## config.mk

```make
export PLATFORM = sky130hd
export DESIGN_NAME = ram_port_arbiter
export DESIGN_NICKNAME = d
export VERILOG_FILES = /design/src/rtl/ram_port_arbiter_pkg.sv /design/src/rtl/rr_pick.sv /design/src/rtl/ram_port_arbiter.sv
export SDC_FILE = /design/constraint.sdc
export NUM_CORES = 1
export LEC_CHECK = 0
export BUFFER_PORTS_ARGS = -buffer_cell sky130_fd_sc_hd__buf_2
export CORE_MARGIN = 8
export CORE_UTILIZATION = 33
export CTS_CLUSTER_DIAMETER = 50
export CTS_CLUSTER_SIZE = 16
export DETAILED_ROUTE_END_ITERATION = 8
export PLACE_DENSITY = 0.68
export SYNTH_ARGS = -nofsm -noshare
export SYNTH_HDL_FRONTEND = slang
export SYNTH_HIERARCHICAL = 1
export SYNTH_SLANG_ARGS = --single-unit
```

## constraint.sdc

```tcl
create_clock -name clk -period 1.4 [get_ports clk]
set_clock_uncertainty 0.05 [all_clocks]
set_input_delay 0.07 -clock clk [delete_from_list [all_inputs] [get_ports clk]]
set_output_delay 0.07 -clock clk [all_outputs]
set_load 0.05 [all_outputs]
```

## src/rtl/ram_port_arbiter_pkg.sv

```systemverilog
// ---------------------------------------------------------------------------
// ram_port_arbiter_pkg
//   Shared definitions for the RAM port arbiter and its grant selector.
//   - state_t : arbiter FSM encoding (IDLE / ACCESS / DONE)
//   - GNT_CPU / GNT_PNL : requester ids carried on grant_id and last_grant
//   - CNT_W   : width of the access-cycle counter (covers MEM_LAT up to 15)
// ---------------------------------------------------------------------------
package ram_port_arbiter_pkg;

   typedef enum logic [1:0] {
      IDLE   = 2'd0,
      ACCESS = 2'd1,
      DONE   = 2'd2
   } state_t;

   localparam logic GNT_CPU = 1'b0;
   localparam logic GNT_PNL = 1'b1;

   localparam int CNT_W = 4;

endpackage

```

## src/rtl/rr_pick.sv

```systemverilog
// ---------------------------------------------------------------------------
// rr_pick
//   Combinational two-way grant selector.
//   Ports:
//     cpu_req    in   CPU request (already qualified)
//     pnl_req    in   panel request (already qualified)
//     prio_mode  in   1 = CPU always wins a tie, 0 = alternate on ties
//     last_grant in   id of the requester served most recently
//     valid      out  at least one request present
//     pick       out  id of the winner (GNT_CPU / GNT_PNL)
// ---------------------------------------------------------------------------
module rr_pick
   import ram_port_arbiter_pkg::*;
(
   input  logic cpu_req,
   input  logic pnl_req,
   input  logic prio_mode,
   input  logic last_grant,
   output logic valid,
   output logic pick
);

   // NOTE: every output gets a default before any branch so no latch is inferred.
   always_comb begin
      valid = cpu_req | pnl_req;
      pick  = GNT_CPU;
      if (cpu_req && pnl_req) begin
         // On a tie in round-robin mode the side not served last goes next.
         pick = prio_mode ? GNT_CPU : ~last_grant;
      end else if (pnl_req) begin
         pick = GNT_PNL;
      end
   end

endmodule

```

## src/rtl/ram_port_arbiter.sv

```systemverilog
// ---------------------------------------------------------------------------
// ram_port_arbiter
//   Serialises CPU and front-panel accesses onto the single-port RAM.
//   Each access holds address/data/strobe for MEM_LAT cycles, samples read
//   data on the last of them, then pulses the owner's ack for one cycle.
//   Ports:
//     clk, rst                         clock, synchronous active-low reset
//     panel_en                         panel requests honoured only when high
//     cpu_req/we/addr/wdata, cpu_ack   CPU request side
//     cpu_hold                         high while the panel owns the RAM
//     pnl_req/we/addr/wdata, pnl_ack   panel request side
//     rdata                            last read data (held until next read)
//     ram_read/write/addr/wdata/rdata  RAM port
//     busy                             FSM not in IDLE
//     grant_id                         owner of current or most recent access
// ---------------------------------------------------------------------------
module ram_port_arbiter
   import ram_port_arbiter_pkg::*;
#(
   parameter int ADDR_W       = 16,
   parameter int DATA_W       = 8,
   parameter int MEM_LAT      = 2,
   parameter int CPU_PRIORITY = 0
) (
   input  logic              clk,
   input  logic              rst,
   input  logic              panel_en,
   input  logic              cpu_req,
   input  logic              cpu_we,
   input  logic [ADDR_W-1:0] cpu_addr,
   input  logic [DATA_W-1:0] cpu_wdata,
   output logic              cpu_ack,
   output logic              cpu_hold,
   input  logic              pnl_req,
   input  logic              pnl_we,
   input  logic [ADDR_W-1:0] pnl_addr,
   input  logic [DATA_W-1:0] pnl_wdata,
   output logic              pnl_ack,
   output logic [DATA_W-1:0] rdata,
   output logic              ram_read,
   output logic              ram_write,
   output logic [ADDR_W-1:0] ram_addr,
   output logic [DATA_W-1:0] ram_wdata,
   input  logic [DATA_W-1:0] ram_rdata,
   output logic              busy,
   output logic              grant_id
);

   state_t             state_q, state_d;
   logic [CNT_W-1:0]   cnt_q;
   logic               grant_q;
   logic               last_q;
   logic               we_q;
   logic [ADDR_W-1:0]  addr_q;
   logic [DATA_W-1:0]  wdata_q;
   logic [DATA_W-1:0]  rdata_q;

   logic               pick_valid;
   logic               pick_id;

   rr_pick u_pick (
      .cpu_req    (cpu_req),
      .pnl_req    (pnl_req & panel_en),
      .prio_mode  (CPU_PRIORITY != 0),
      .last_grant (last_q),
      .valid      (pick_valid),
      .pick       (pick_id)
   );

   always_comb begin
      state_d = state_q;
      unique case (state_q)
         IDLE:    if (pick_valid) state_d = ACCESS;
         ACCESS:  if (cnt_q == '0) state_d = DONE;
         DONE:    state_d = IDLE;
         default: state_d = IDLE;
      endcase
   end

   // NOTE: state is updated with non-blocking assignments so every register
   // samples pre-edge values regardless of statement order.
   always_ff @(posedge clk) begin
      if (!rst) begin
         state_q <= IDLE;
         cnt_q   <= '0;
         grant_q <= GNT_CPU;
         last_q  <= GNT_PNL;   // first tie after reset goes to the CPU
         we_q    <= 1'b0;
         addr_q  <= '0;
         wdata_q <= '0;
         rdata_q <= '0;
      end else begin
         state_q <= state_d;
         unique case (state_q)
            IDLE: begin
               if (pick_valid) begin
                  grant_q <= pick_id;
                  we_q    <= (pick_id == GNT_PNL) ? pnl_we    : cpu_we;
                  addr_q  <= (pick_id == GNT_PNL) ? pnl_addr  : cpu_addr;
                  wdata_q <= (pick_id == GNT_PNL) ? pnl_wdata : cpu_wdata;
                  cnt_q   <= CNT_W'(MEM_LAT - 1);
               end
            end
            ACCESS: begin
               if (cnt_q == '0) begin
                  if (!we_q) rdata_q <= ram_rdata;
               end else begin
                  cnt_q <= cnt_q - 1'b1;
               end
            end
            DONE:    last_q <= grant_q;
            default: ;
         endcase
      end
   end

   // All outputs decode registered state only, so they are glitch-free and
   // take effect one cycle after the deciding edge.
   assign busy      = (state_q != IDLE);
   assign ram_read  = (state_q == ACCESS) & ~we_q;
   assign ram_write = (state_q == ACCESS) &  we_q;
   assign ram_addr  = addr_q;
   assign ram_wdata = wdata_q;
   assign rdata     = rdata_q;
   assign grant_id  = grant_q;
   assign cpu_ack   = (state_q == DONE) & (grant_q == GNT_CPU);
   assign pnl_ack   = (state_q == DONE) & (grant_q == GNT_PNL);
   assign cpu_hold  = busy & (grant_q == GNT_PNL);

endmodule
```

==> results of run 1 <==
[worst register-to-register path: cells and delay by family (launching register included)]
kind,cells,cell delay [ps]
flops,1,340
simple gates,2,930
compound gates,1,120
[cell usage in the layout, fill, tap and decap left out, types with 2 or more instances in the layout]
| master | instances |
|---|---|
| nand2b_4 | 2 |
| dlygate4sd3_1 | 7 |
| nor3b_4 | 2 |
| clkbuf_8 | 6 |
| and2_4 | 3 |
| nand2_1 | 12 |
| a21boi_0 | 2 |
| buf_8 | 5 |
| and2_1 | 2 |
| buf_12 | 3 |
| inv_1 | 2 |
| mux2i_2 | 3 |
| o21ai_1 | 8 |
| mux2i_4 | 9 |
| ha_4 | 2 |
| o211a_1 | 26 |
| nand3b_1 | 2 |
| buf_2 | 96 |
| buf_4 | 15 |
| nand3_1 | 10 |
| nand2_2 | 11 |
| clkbuf_16 | 4 |
| mux2i_1 | 14 |
| dfxtp_1 | 36 |
| or3b_4 | 2 |
| a21boi_1 | 8 |
| buf_6 | 10 |
| nand2_4 | 6 |
| dfxtp_2 | 4 |
[power by group through the flow]
stage | logic (mW) | clock network, mW | registers, mW
floorplan | 0.763 | 0 | 1.97
finish | 2.29 | 0.991 | 1.47
detailed placement | 1.70 | 0 | 1.48
global route | 2.42 | 1.06 | 1.49
global placement | 1.67 | 0 | 1.47
CTS | 1.87 | 1.02 | 1.46
[cell type report]
cell class | count | area share, %
multi-input combinational | 143 | 39.5
timing repair buffer | 141 | 29.6
sequential | 41 | 24.1
tap | 75 | 2.73
clock buffer | 7 | 2.51
clock inverter | 1 | 0.874
inverter | 4 | 0.583
[registers in the layout (all words and copies together) (netlist names)]
register and cells:
cnt_q 4, grant_id 1, last_q 1, ram_addr 16, ram_wdata 8, rdata 8
state_q 2, we_q 1
[logic make-up after synthesis]
| kind of cell | count (synthesis) |
|---|---|
| other | 1 |
| adders and majority gates | 2 |
| AOI/OAI and AO/OA | 49 |
| DFF | 41 |
| buffers and inverters | 21 |
| muxes | 26 |
| and+or+nand+nor | 65 |
[stage by stage]
| step | hold slack, ps | instances | area [sq um] | setup WS (ps) | util (%) |
|---|---|---|---|---|---|
| final | -9.72 | 412 | 3440 | -85.4 | 58.7 |
| after detailed placement | 285 | 379 | 2650 | -62.3 | 45.3 |
| after global placement | 284 | 379 | 2650 | -22.9 | 45.3 |
| after floorplan | 167 | 205 | 2010 | -34.5 | - |
| after global routing | 3.67 | 412 | 3440 | -123 | 58.7 |
| after CTS | 3.71 | 399 | 2970 | -58.3 | 50.8 |
[repair_timing]
| action | CTS | global route |
|---|---|---|
| cloned | 2 | 6 |
| hold buffers | 7 | 0 |
| endpoints found under the hold margin | 7 | 0 |
| buffers inserted | 3 | 7 |
| endpoints found under the setup margin | 17 | 41 |
| pin swaps | 5 | 6 |
| resized for setup | 32 | 72 |
[how the worst min path moves through the flow]
stage | from | end | slack [ps] | cells after the start
after floorplan | ram_rdata[0] | rdata[0] | 170 | 2
after global placement | ram_rdata[0] | rdata[0] | 280 | 3
after detailed placement | ram_rdata[2] | rdata[2] | 280 | 3
after CTS | ram_rdata[7] | rdata[7] | 4 | 3
after global routing | ram_rdata[7] | rdata[7] | 4 | 3
final | ram_rdata[7] | rdata[7] | -10 | 3
[metal layers]
metal | part of all wire [%] | global-route usage, % | up-vias | wire, um
li1 | - | - | 999 | -
met1 | 42 | 13.8 | 966 | 2770
met2 | 50 | 20.9 | 66 | 3320
met3 | 6.6 | 5.05 | 9 | 438
met4 | 1.2 | 4.97 | 0 | 79
met5 | 0 | 0 | - | 0
==> flow_metrics.env, run 1 <==
export IMPL_status="finished with violations"
export IMPL_violations="negative hold slack, negative setup slack"
export IMPL_drt_antenna_violating_nets=0
export IMPL_pwr_share_seq_pct=30.9
export IMPL_yosys_top_cells_count="dfxtp_1, nand2_1, mux2i_1, o211a_1, nand3_1"
export IMPL_clk_latency_ps=290
export IMPL_internal_power_mw=2.90
export IMPL_cts_tree="done"
export IMPL_core_area_sq_um=5850
export IMPL_grt_overflow_total=0
export IMPL_netSwitchingFraction_pct=39.0
export IMPL_clk_path_buf_depth=2
export IMPL_setup_tns_ps=-841
export IMPL_hold_ws_ps=-9.72
export IMPL_critPathTopFamily="simple AND/OR/NAND/NOR gates"
export IMPL_rows=28
export IMPL_cts_sinks=41
export IMPL_cp_num_buf_inv=0
export IMPL_io_pins=102
export IMPL_ys_flop_type="dfxtp_1"
export IMPL_synthesis_instances=205
export IMPL_power_density_nw_per_um2=1380
export IMPL_critPathRequiredTime_ps=1590
export IMPL_critPathLaunch="cnt_q[1]"
export IMPL_syn_num_nets=270
export IMPL_finalNetCount=401
export IMPL_hold_path_class="in -> reg"
export IMPL_syn_avg_cell_area_sq_um=9.66
export IMPL_maxCapViolations=0
export IMPL_hold_viol=1
export IMPL_mappedNetlistArea_sq_um=1980
export IMPL_synth_area_top_cells="dfxtp_1, mux2i_1, o211a_1, nand2_1, a21boi_0"
export IMPL_die_y_um=93.4
export IMPL_initial_core_util_pct=33.8
export IMPL_cp_num_cells=3
export IMPL_synth_edf_count=0
export IMPL_crit_fanout=3
export IMPL_reg2reg_to="cnt_q[3]"
export IMPL_peakVddDrop_uv=619
export IMPL_antenna_found_initial=0
export IMPL_setup_ws_ps=-85.4
export IMPL_portBuffers=101
export IMPL_grt_pass1_wl_mm=9.03
export IMPL_cts_buffers=5
export IMPL_ys_seq_area_share_pct=41.5
export IMPL_setup_violations=34
export IMPL_via_per_inst=4.95
export IMPL_antennaDiodeCount=0
export IMPL_synth_cell_types=35
export IMPL_path_cells="or3_4, or4_4, a21oi_2"
export IMPL_synth_compound_area_share_pct=20.6
export IMPL_grt_pass1_vias=2019
export IMPL_synth_simple_area_share_pct=17.8
export IMPL_die_area_sq_um=8730
export IMPL_rsz0062_at_grt="true"
export IMPL_slowest_stage="or4_4"
export IMPL_drt_pass1_iter_count=4
export IMPL_crit_type="reg -> reg"
export IMPL_wirelength_mm=6.61
export IMPL_r2r_start="cnt_q[1]"
export IMPL_drive_gt1_share_pct=59.1
export IMPL_drtIter0Drc=66
export IMPL_power_leakage_nw=1.75
export IMPL_grt_max_degree=43
export IMPL_wl_per_cell_um=16.0
export IMPL_fmax_mhz=673
export IMPL_clk_pin_slew_ps=80
export IMPL_arrival_ps=1670
export IMPL_syn2layout_area_growth_pct=73.6
export IMPL_synth_top_family_by_area="compound AO/OA/AOI/OAI gates"
export IMPL_clock_root_buffer="clkbuf_8"
export IMPL_htree_levels=2
export IMPL_synth_adder_area_share_pct=1.26
export IMPL_yosysMostFrequentCell="dfxtp_1"
export IMPL_combPwrFrac_pct=48.3
export IMPL_post_dp_hpwl_mm=4.11
export IMPL_multi_input_area_sq_um=1360
export IMPL_p_clk_share_pct=20.9
export IMPL_fill_cells=504
export IMPL_totalPowerFinal_mw=4.75
export IMPL_synthXorXnorAreaFrac_pct=0
export IMPL_synth_mux_area_share_pct=13.1
export IMPL_drv_slew=0
export IMPL_r2r_worst_path_cells=3
export IMPL_cpPeakStageDelay_ps=520
export IMPL_drc_errors=0
export IMPL_period_share_pct=106
export IMPL_grt_usage_pct=12.5
export IMPL_rrSetupSlack_ps=-90
export IMPL_crit_path_end="cnt_q[3]"
export IMPL_async_reset_ff_share_pct=0
export IMPL_ys_seq_elements=41
export IMPL_sequential_cell_area_sq_um=830
export IMPL_startpoint_type="flop"
export IMPL_ys_warnings_count=6
export IMPL_p_switching_mw=1.85
export IMPL_cp_end_kind="flop"
export IMPL_netlist_area_leader_share_pct=41.5
export IMPL_die_width_um=93.4
export IMPL_gp_congestion=0.763
export IMPL_num_vias=2040
export IMPL_yosysTopAreaCell="dfxtp_1"
export IMPL_finalCriticalPeriod_ps=1490
Power figures use the tool's default switching activity.
==> inputs of run 2 (changes only) <==
--- a/config.mk
+++ b/config.mk
@@ -6,6 +6,7 @@
 export NUM_CORES = 1
 export LEC_CHECK = 0
 export BUFFER_PORTS_ARGS = -buffer_cell sky130_fd_sc_hd__buf_2
+export CORE_ASPECT_RATIO = 0.6
 export CORE_MARGIN = 8
 export CORE_UTILIZATION = 33
 export CTS_CLUSTER_DIAMETER = 50
==> constraint.sdc (replaced) <==
create_clock -name clk -period 1.4 [get_ports clk]
set_clock_uncertainty 0.05 [all_clocks]
set_input_delay 0.07 -clock clk [delete_from_list [all_inputs] [get_ports clk]]
set_output_delay 0.07 -clock clk [all_outputs]
set_load 0.02 [all_outputs]
==> flow_metrics.env, run 2 (same netlist as run 1, synthesis figures left out) <==
export IMPL_grt_usage_pct=12.5
export IMPL_setup_ws_ps=-35.0
export IMPL_die_y_um=76.0
export IMPL_design_area_sq_um=3100
export IMPL_violations="negative setup slack"
export IMPL_period_share_pct=102
export IMPL_crit_fanout=3
export IMPL_min_to="rdata[3]"
export IMPL_largest_reg_flops=16
export IMPL_clock_root_buffer="clkbuf_8"
export IMPL_core_area_sq_um=5680
export IMPL_reg2reg_to="cnt_q[3]"
export IMPL_cp_end_kind="flop"
export IMPL_hold_viol=0
export IMPL_rows=21
export IMPL_hold_depth=3
export IMPL_io_pins=102
export IMPL_gp_congestion=0.852
export IMPL_cts_buffers=5
export IMPL_wirelength_mm=6.34
export IMPL_wl_per_cell_um=15.5
export IMPL_worstHoldStart="ram_rdata[3]"
export IMPL_clk_latency_ps=290
export IMPL_setup_tns_ps=-100
export IMPL_power_density_nw_per_um2=1270
export IMPL_p_clk_share_pct=20.0
export IMPL_path_cells="or3_4, or4_4, a21oi_2"
export IMPL_setup_violations=6
export IMPL_cts_tree="done"
export IMPL_finalNetCount=393
export IMPL_drc_errors=0
export IMPL_hold_path_class="in -> reg"
export IMPL_rrSetupSlack_ps=-30
export IMPL_place_area_sq_um=2650
export IMPL_antennaDiodeCount=0
export IMPL_num_vias=1917
export IMPL_internal_power_mw=2.54
export IMPL_finalCriticalPeriod_ps=1430
export IMPL_fill_cells=532
export IMPL_via_per_inst=4.69
export IMPL_crit_type="reg -> reg"
export IMPL_placedCellCount=382
export IMPL_drt_pass1_iter_count=4
export IMPL_rsz0062_at_grt="true"
export IMPL_clk_path_buf_depth=2
export IMPL_totalPowerFinal_mw=3.94
export IMPL_die_area_sq_um=8810
export IMPL_critPathTopFamily="simple AND/OR/NAND/NOR gates"
export IMPL_final_common_cell="buf_2"
export IMPL_initial_core_util_pct=34.9
export IMPL_slowest_stage="or4_4"
export IMPL_grt_pass1_wl_mm=9.04
export IMPL_peakVddDrop_uv=537
export IMPL_maxCapViolations=0
export IMPL_post_route_util_pct=54.7
export IMPL_clk_pin_slew_ps=80
export IMPL_htree_levels=2
export IMPL_syn2layout_area_growth_pct=56.7
export IMPL_p_switching_mw=1.40
export IMPL_antenna_found_initial=0
export IMPL_grt_pass1_vias=1920
export IMPL_r2r_start="cnt_q[0]"
export IMPL_drv_slew=0
export IMPL_pwr_share_seq_pct=37.5
export IMPL_fmax_mhz=697
export IMPL_grt_max_degree=49
export IMPL_layout_common_cells="buf_2, dfxtp_1, nand2_1"
export IMPL_combPwrFrac_pct=42.5
export IMPL_post_dp_hpwl_mm=4.32
export IMPL_grt_overflow_total=0
export IMPL_cp_num_buf_inv=0
export IMPL_r2r_worst_path_cells=3
export IMPL_cpPeakStageDelay_ps=480
export IMPL_die_width_um=116
export IMPL_startpoint_type="flop"
export IMPL_drtIter0Drc=63
export IMPL_power_leakage_nw=1.62
export IMPL_drive_gt1_share_pct=50.2
export IMPL_critPathRequiredTime_ps=1580
export IMPL_final_cells=409
export IMPL_netSwitchingFraction_pct=35.6
export IMPL_portBuffers=101
export IMPL_arrival_ps=1610
export IMPL_drt_antenna_violating_nets=0
export IMPL_cts_sinks=41
export IMPL_status="finished with violations"
==> run 2: cell count changes in the layout (fill, tap and decap cells not counted), moves of 2 or more <==
cell	before	now
a21boi_1	8	3
clkbuf_16	4	2
mux2i_1	14	24
buf_6	10	8
a21boi_0	2	7
clkinv_4	1	3
mux2i_4	9	0
nand2_4	6	0
buf_8	5	1
nand2_2	11	1
nand2_1	12	28
==> run 2: per-stage QoR <==
| step | hold slack (ps) | setup slack (ps) |
|---|---|---|
| 2_1_floorplan | 167 | -34.6 |
| 3_3_place_gp | 280 | -26.4 |
| 3_5_place_dp | 284 | -114 |
| 4_1_cts | 5.24 | -66.1 |
| 5_1_grt | 37.6 | -85.8 |
| 6_report | 25.9 | -35.0 |
==> run 2: area by class of cell <==
class / instances / area (sq um) / area share, %
Timing Repair Buffer: 133 / 903 / 29.1
Multi-Input combinational cell: 143 / 1150 / 37.2
Sequential cell: 41 / 833 / 26.9
Inverter: 4 / 20.0 / 0.645
Clock inverter: 3 / 22.5 / 0.726
Tap cell: 80 / 100 / 3.23
Clock buffer: 5 / 68.8 / 2.22
==> run 2: worst max-delay path by stage <==
stage	start	end	slack (ps)	depth (start not counted)
after floorplan	last_q	ram_addr[0]	-30	7
after global placement	cnt_q[1]	cnt_q[3]	-30	3
after detailed placement	cnt_q[1]	rdata[3]	-110	6
after CTS	cnt_q[0]	cnt_q[3]	-70	3
after global routing	cnt_q[0]	rdata[1]	-90	5
final	cnt_q[0]	cnt_q[3]	-30	3
==> run 2: per-layer routing <==
metal  part of all wire [%]  GRT usage, %
met2                     42          18.4
met4                   0.28          2.32
met3                     10          6.49
met5                      0             0
met1                     47          15.8
==> run 2: timing repair <==
action,4_1_cts,5_1_grt
gates resized for setup,21,23
pin swaps,3,15
gates cloned,1,4
setup buffers,2,5
setup endpoints to repair,17,34
hold endpoints to repair,7,0
hold buffers,7,0
==> run 2: power by group through the flow <==
stage          clock network, mW  logic, mW  registers [mW]
2_1_floorplan                  0      0.712            1.66
3_3_place_gp                   0       1.30            1.48
3_5_place_dp                   0       1.32            1.49
4_1_cts                    0.817       1.43            1.47
5_1_grt                    0.855       1.82            1.50
6_report                   0.788       1.68            1.48
==> run 2: worst reg2reg max path: cells and delay by family, from the launching register on <==
family,cells,cell delay (ps)
simple gates,2,840
compound gates,1,140
flops,1,340
